--- src/rtl/trigger_cmd_writer.sv ---
// Turns a host command byte stream into single-beat config bus writes and
// one-byte control strobes. Partial frames are dropped after an idle timeout.
module trigger_cmd_writer #(
   parameter int unsigned BAW = 6,
   parameter int unsigned BDW = 32,
   parameter int unsigned TOW = 16,
   parameter int unsigned TOC = 1000
) (
   input  logic           clk,
   input  logic           rst,
   output logic           sti_tready,
   input  logic           sti_tvalid,
   input  logic [7:0]     sti_tdata,
   input  logic           bus_wready,
   output logic           bus_wvalid,
   output logic [BAW-1:0] bus_waddr,
   output logic [BDW-1:0] bus_wdata,
   output logic           cmd_valid,
   output logic [6:0]     cmd_code,
   output logic           err_timeout
);

   localparam int unsigned NB = BDW / 8;
   localparam int unsigned CW = (NB > 1) ? $clog2(NB) : 1;

   typedef enum logic [1:0] {StIdle, StData, StWrite} state_e;

   state_e         state_q, state_d;
   logic [CW-1:0]  count_q, count_d;
   logic [TOW-1:0] timer_q, timer_d;
   logic [BAW-1:0] waddr_q, waddr_d;
   logic [BDW-1:0] wdata_q, wdata_d;
   logic           wvalid_q, wvalid_d;
   logic           cmd_valid_q, cmd_valid_d;
   logic [6:0]     cmd_code_q, cmd_code_d;
   logic           err_q, err_d;

   logic byte_xfer, bus_xfer, timeout_hit;

   assign sti_tready  = (state_q != StWrite);
   assign byte_xfer   = sti_tvalid & sti_tready;
   assign bus_xfer    = wvalid_q & bus_wready;
   // A byte arriving on the expiry cycle wins over the timeout.
   assign timeout_hit = (TOC != 0) && (state_q == StData) && !byte_xfer &&
                        (timer_q == TOW'(TOC - 1));

   assign bus_wvalid  = wvalid_q;
   assign bus_waddr   = waddr_q;
   assign bus_wdata   = wdata_q;
   assign cmd_valid   = cmd_valid_q;
   assign cmd_code    = cmd_code_q;
   assign err_timeout = err_q;

   always_comb begin
      state_d     = state_q;
      count_d     = count_q;
      timer_d     = '0;
      waddr_d     = waddr_q;
      wdata_d     = wdata_q;
      wvalid_d    = wvalid_q;
      cmd_valid_d = 1'b0;
      cmd_code_d  = cmd_code_q;
      err_d       = 1'b0;

      unique case (state_q)
         StIdle: begin
            if (byte_xfer) begin
               if (sti_tdata[7]) begin
                  waddr_d = sti_tdata[BAW-1:0];
                  count_d = '0;
                  wdata_d = '0;
                  state_d = StData;
               end else begin
                  cmd_valid_d = 1'b1;
                  cmd_code_d  = sti_tdata[6:0];
               end
            end
         end
         StData: begin
            if (byte_xfer) begin
               wdata_d[8*count_q +: 8] = sti_tdata;
               count_d = count_q + CW'(1);
               if (count_q == CW'(NB - 1)) begin
                  state_d  = StWrite;
                  wvalid_d = 1'b1;
               end
            end else if (timeout_hit) begin
               state_d = StIdle;
               err_d   = 1'b1;
            end else begin
               timer_d = timer_q + TOW'(1);
            end
         end
         StWrite: begin
            if (bus_xfer) begin
               wvalid_d = 1'b0;
               state_d  = StIdle;
            end
         end
         default: state_d = StIdle;
      endcase
   end

   always_ff @(posedge clk) begin
      if (!rst) begin
         state_q     <= StIdle;
         count_q     <= '0;
         timer_q     <= '0;
         waddr_q     <= '0;
         wdata_q     <= '0;
         wvalid_q    <= 1'b0;
         cmd_valid_q <= 1'b0;
         cmd_code_q  <= '0;
         err_q       <= 1'b0;
      end else begin
         state_q     <= state_d;
         count_q     <= count_d;
         timer_q     <= timer_d;
         waddr_q     <= waddr_d;
         wdata_q     <= wdata_d;
         wvalid_q    <= wvalid_d;
         cmd_valid_q <= cmd_valid_d;
         cmd_code_q  <= cmd_code_d;
         err_q       <= err_d;
      end
   end

endmodule

--- config.mk ---
export PLATFORM = sky130hd
export DESIGN_NAME = trigger_cmd_writer
export DESIGN_NICKNAME = d
export VERILOG_FILES = /design/src/rtl/trigger_cmd_writer.sv
export SDC_FILE = /design/constraint.sdc
export NUM_CORES = 1
export LEC_CHECK = 0
export ABC_AREA = 1
export CAP_MARGIN = 30
export CORE_ASPECT_RATIO = 0.7
export CORE_MARGIN = 1.5
export CORE_UTILIZATION = 35
export DETAILED_ROUTE_END_ITERATION = 8
export DONT_BUFFER_PORTS = 1
export HOLD_SLACK_MARGIN = 0.03
export PLACE_DENSITY = 0.47
export SYNTH_ARGS = -nofsm -noshare
export SYNTH_HDL_FRONTEND = slang
export SYNTH_SLANG_ARGS = --single-unit
export TNS_END_PERCENT = 100
--- constraint.sdc ---
create_clock -name clk -period 2.1 [get_ports clk]
set_input_delay 0.42 -clock clk [delete_from_list [all_inputs] [get_ports clk]]
set_output_delay 0.42 -clock clk [all_outputs]
set_load 0.01 [all_outputs]
==> summary.md <==
| Metric | Value |
|---|---|
| Status | complete, no violations |
| Arrival time worst endpoint | 1.98 ns |
| Net load switching power | 0.000860 W |
| Post-synth cell types | 23 |
| ANT cells | 0 |
| Vias in the first global route | 2451 |
| Detail Placement HPWL | 5710 um |
| Slew margin rel. | 62.2% |
| Largest net degree at the start of global routing | 42 |
| Place WS | 0.406 ns |
| Worst skew pair latency | 0.33 ns |
| Worst hold start | rst |
| RePlAce Congestion | 0.872 |
| Fin crit share | 81.9% |
| Switching share of power | 26.0% |
| Post-CTS setup buffer count | 0 |
| Max-slew violations | 0 |
| Sequential group share of total power | 44.2% |
| Register area | 1360 um2 |
| Warnings, synthesis | 0 |
| Highest ir drop seen on vdd | 0.329 mV |
| Comb pwr share | 9.3% |
| Layout cell share with drive strength beyond 1 | 7.83% |
| Number of remaining DRC errors | 0 |
| Global-route usage over all layers | 19.0% |
| Startpoint Class | flip-flop |
| CTS resizes | 0 |
| Root buffer cell | clkbuf_16 |
| Worst EP required | 2.36 ns |
| Syn_area_per_cell | 7.05 um2 |
| Kind of cell adding the most delay to the critical path | simple AND/OR/NAND/NOR gates |
| Crit path cell chain | inv_1 > ha_1 > nor2_1 > nand3_1 > nor2_1 > o21ai_0 > nor2_1 |
| Routed wire per std cell | 14.9 um |
| Buf/Inv on CP | 1 |
| Final Skew | 0.00806 ns |
| Final min period | 1.72 ns |
| Fmax | 581 MHz |
| Worst-Margin Slew | 0.564 ns |
| CTS tree | done |
| # nets final | 447 |
| # clock sinks | 68 |
| H-tree levels | 3 |
| Count of input and output buffers | 0 |
| Hold Crit Depth | 2 |
| Clock transition at the registers of the reported paths | 0.06 ns |
| Worst reg-to-reg path cell count | 7 |
| Max Root-Sink Buffers | 2 |
| Critical path class | flip-flop to flip-flop |
| Initial Util | 35.9% |
| Max Cap Viol | 0 |
| Die height | 80.5 um |
| Area taken by multi-input logic gates | 1440 um2 |
| Filler Cell Count | 877 |
| Total global routing overflow | 0 |
| Hold Crit Class | input port to flip-flop |
| Die width | 114 um |
| R2R Path End | bus_wdata[1] |
| CTS Buf Count | 9 |
| Slowest CP cell | ha_1 |
| Yosys reg bits | 68 |
| CTS Hold Bufs | 0 |
| Endpoints failing hold | 0 |
| Initial antenna violation count | 0 |
| Mapped Area | 3000 um2 |
| Row cnt | 28 |
| Sequential area share after synthesis | 45.3% |
| Synth Net Count | 444 |
| Hold EP | bus_wdata[11] |
| Worst Setup End Kind | flip-flop |
| Power density over the cells | 969 nW/um2 |
| Flop2flop setup slack | 0.38 ns |
| Die Area | 9160 um2 |
| Unrepaired setup endpoints after global routing | no |
| Setup violations, final | 0 |
| Syn Inst Count | 426 |
| Clock power frac | 46.5% |
| Drt total wl | 8030 um |
| Top-level I/O count | 61 |
| Worst setup margin | 0.380 ns |
| Worst Path Max Fanout | 10 |
| Crit-path max cell delay | 0.41 ns |
| Vias | 2602 |
| Core ar. | 8370 um2 |
| Area growth syn-to-layout | 13.6% |
| Worst r2r src | count_q[1] |
| Starting DRT DRC Count | 199 |
| DR vias/cell | 4.83 |
| Antenna Nets Post-Route | 0 |
| Most used cell, CP | nor2_1 |
| Total iterations of the first detailed-routing run | 4 |
| First element of the critical path | count_q[1] |
| Static leakage | 1.31 nW |
| Int Power | 0.00245 W |
| Setup TNS | 0 ns |
| First-pass GRT wire length | 13200 um |
[routing by layer]
layer  vias up  global-route usage, %  wire, um
met5         -                      0         0
met4         0                   7.00       110
met3         7                   6.94       838
met2        82                   25.2      3030
met1      1148                   27.5      4050
li1       1365                      -         -
[state kept, by name (all words and copies together) (netlist names)]
signal	flops
timer_q	16
bus_waddr	6
cmd_code	7
count_q	2
state_q	2
bus_wdata	32
bus_wvalid	1
err_timeout	1
cmd_valid	1
[placed cells by master (no fill, tap or decap), types with 2 or more instances in the layout]
cell type,synthesis,routed
xnor2_1,4,4
nor2_2,3,3
a21oi_1,25,25
nand2_2,3,3
inv_1,34,34
o21ai_2,2,2
clkinv_2,0,2
nor3_1,7,7
inv_2,5,5
xor2_1,8,8
clkbuf_8,0,2
buf_4,0,4
clkbuf_16,0,9
ha_1,6,6
nand2_1,70,70
nand3_1,19,19
nand4_1,9,9
nor2_1,112,112
o21ai_0,35,35
dfxtp_1,68,68
[power groups by stage]
stage | combinational (W) | sequential (W) | clock (W)
after global routing | 0.000364 | 0.00147 | 0.00163
after detailed placement | 0.000309 | 0.00149 | 0
after floorplan | 0.000258 | 0.00148 | 0
after CTS | 0.000311 | 0.00146 | 0.00157
after global placement | 0.000308 | 0.00149 | 0
final | 0.000309 | 0.00146 | 0.00154
[cells by family after synthesis]
logic type	Yosys count	synth area share, %
xor+xnor	12	3.50
flops	68	45.3
buf+inv	51	6.75
fa+ha+maj	6	2.50
simple gates	225	30.8
compound gates	64	11.2
[cell type report]
type / count / area share [%]
tap: 105 / 3.85
clock inverter: 4 / 1.39
timing repair buffer: 4 / 0.880
inverter: 39 / 4.29
clock buffer: 12 / 7.51
sequential: 68 / 39.9
multi-input combinational: 307 / 42.2
[stage by stage]
step                      instance area [um2]  cells  hold slack, ns  power (W)  utilization, %
final                                    3410    539           0.214    0.00331            40.8
after global routing                     3410    539           0.215    0.00347            40.8
after CTS                                3410    539           0.205    0.00334            40.8
after detailed placement                 3110    523           0.452    0.00180            37.1
after global placement                   3110    523           0.434    0.00180            37.1
after floorplan                          3000    426           0.417    0.00173               -
[how the worst max path moves through the flow]
stage,to,cells after the start
after floorplan,bus_wdata[16],8
after global placement,bus_wdata[2],7
after detailed placement,bus_wdata[1],7
after CTS,bus_wdata[21],6
after global routing,bus_wdata[0],7
final,bus_wdata[1],7
[Yosys cell counts]
master    instances  share of area [%]
a21oi_1          25                4.2
nand2_2           3               0.62
ha_1              6                2.5
buf_6             1               0.37
and2_1            1               0.21
nor2_4            1               0.37
o21ai_1           1               0.17
buf_2             3               0.50
o21ai_2           2               0.58
nor3_1            7                1.2
inv_1            34                4.2
nand4_1           9                1.9
xor2_1            8                2.3
nand3_1          19                3.2
nand2_1          70                8.7
clkbuf_1          8                1.0
o211ai_2          1               0.42
dfxtp_1          68                 45
o21ai_0          35                5.8
xnor2_1           4                1.2
inv_2             5               0.62
nor2_2            3               0.62
nor2_1          112                 14
No activity file was read; power rests on OpenSTA's default activity.
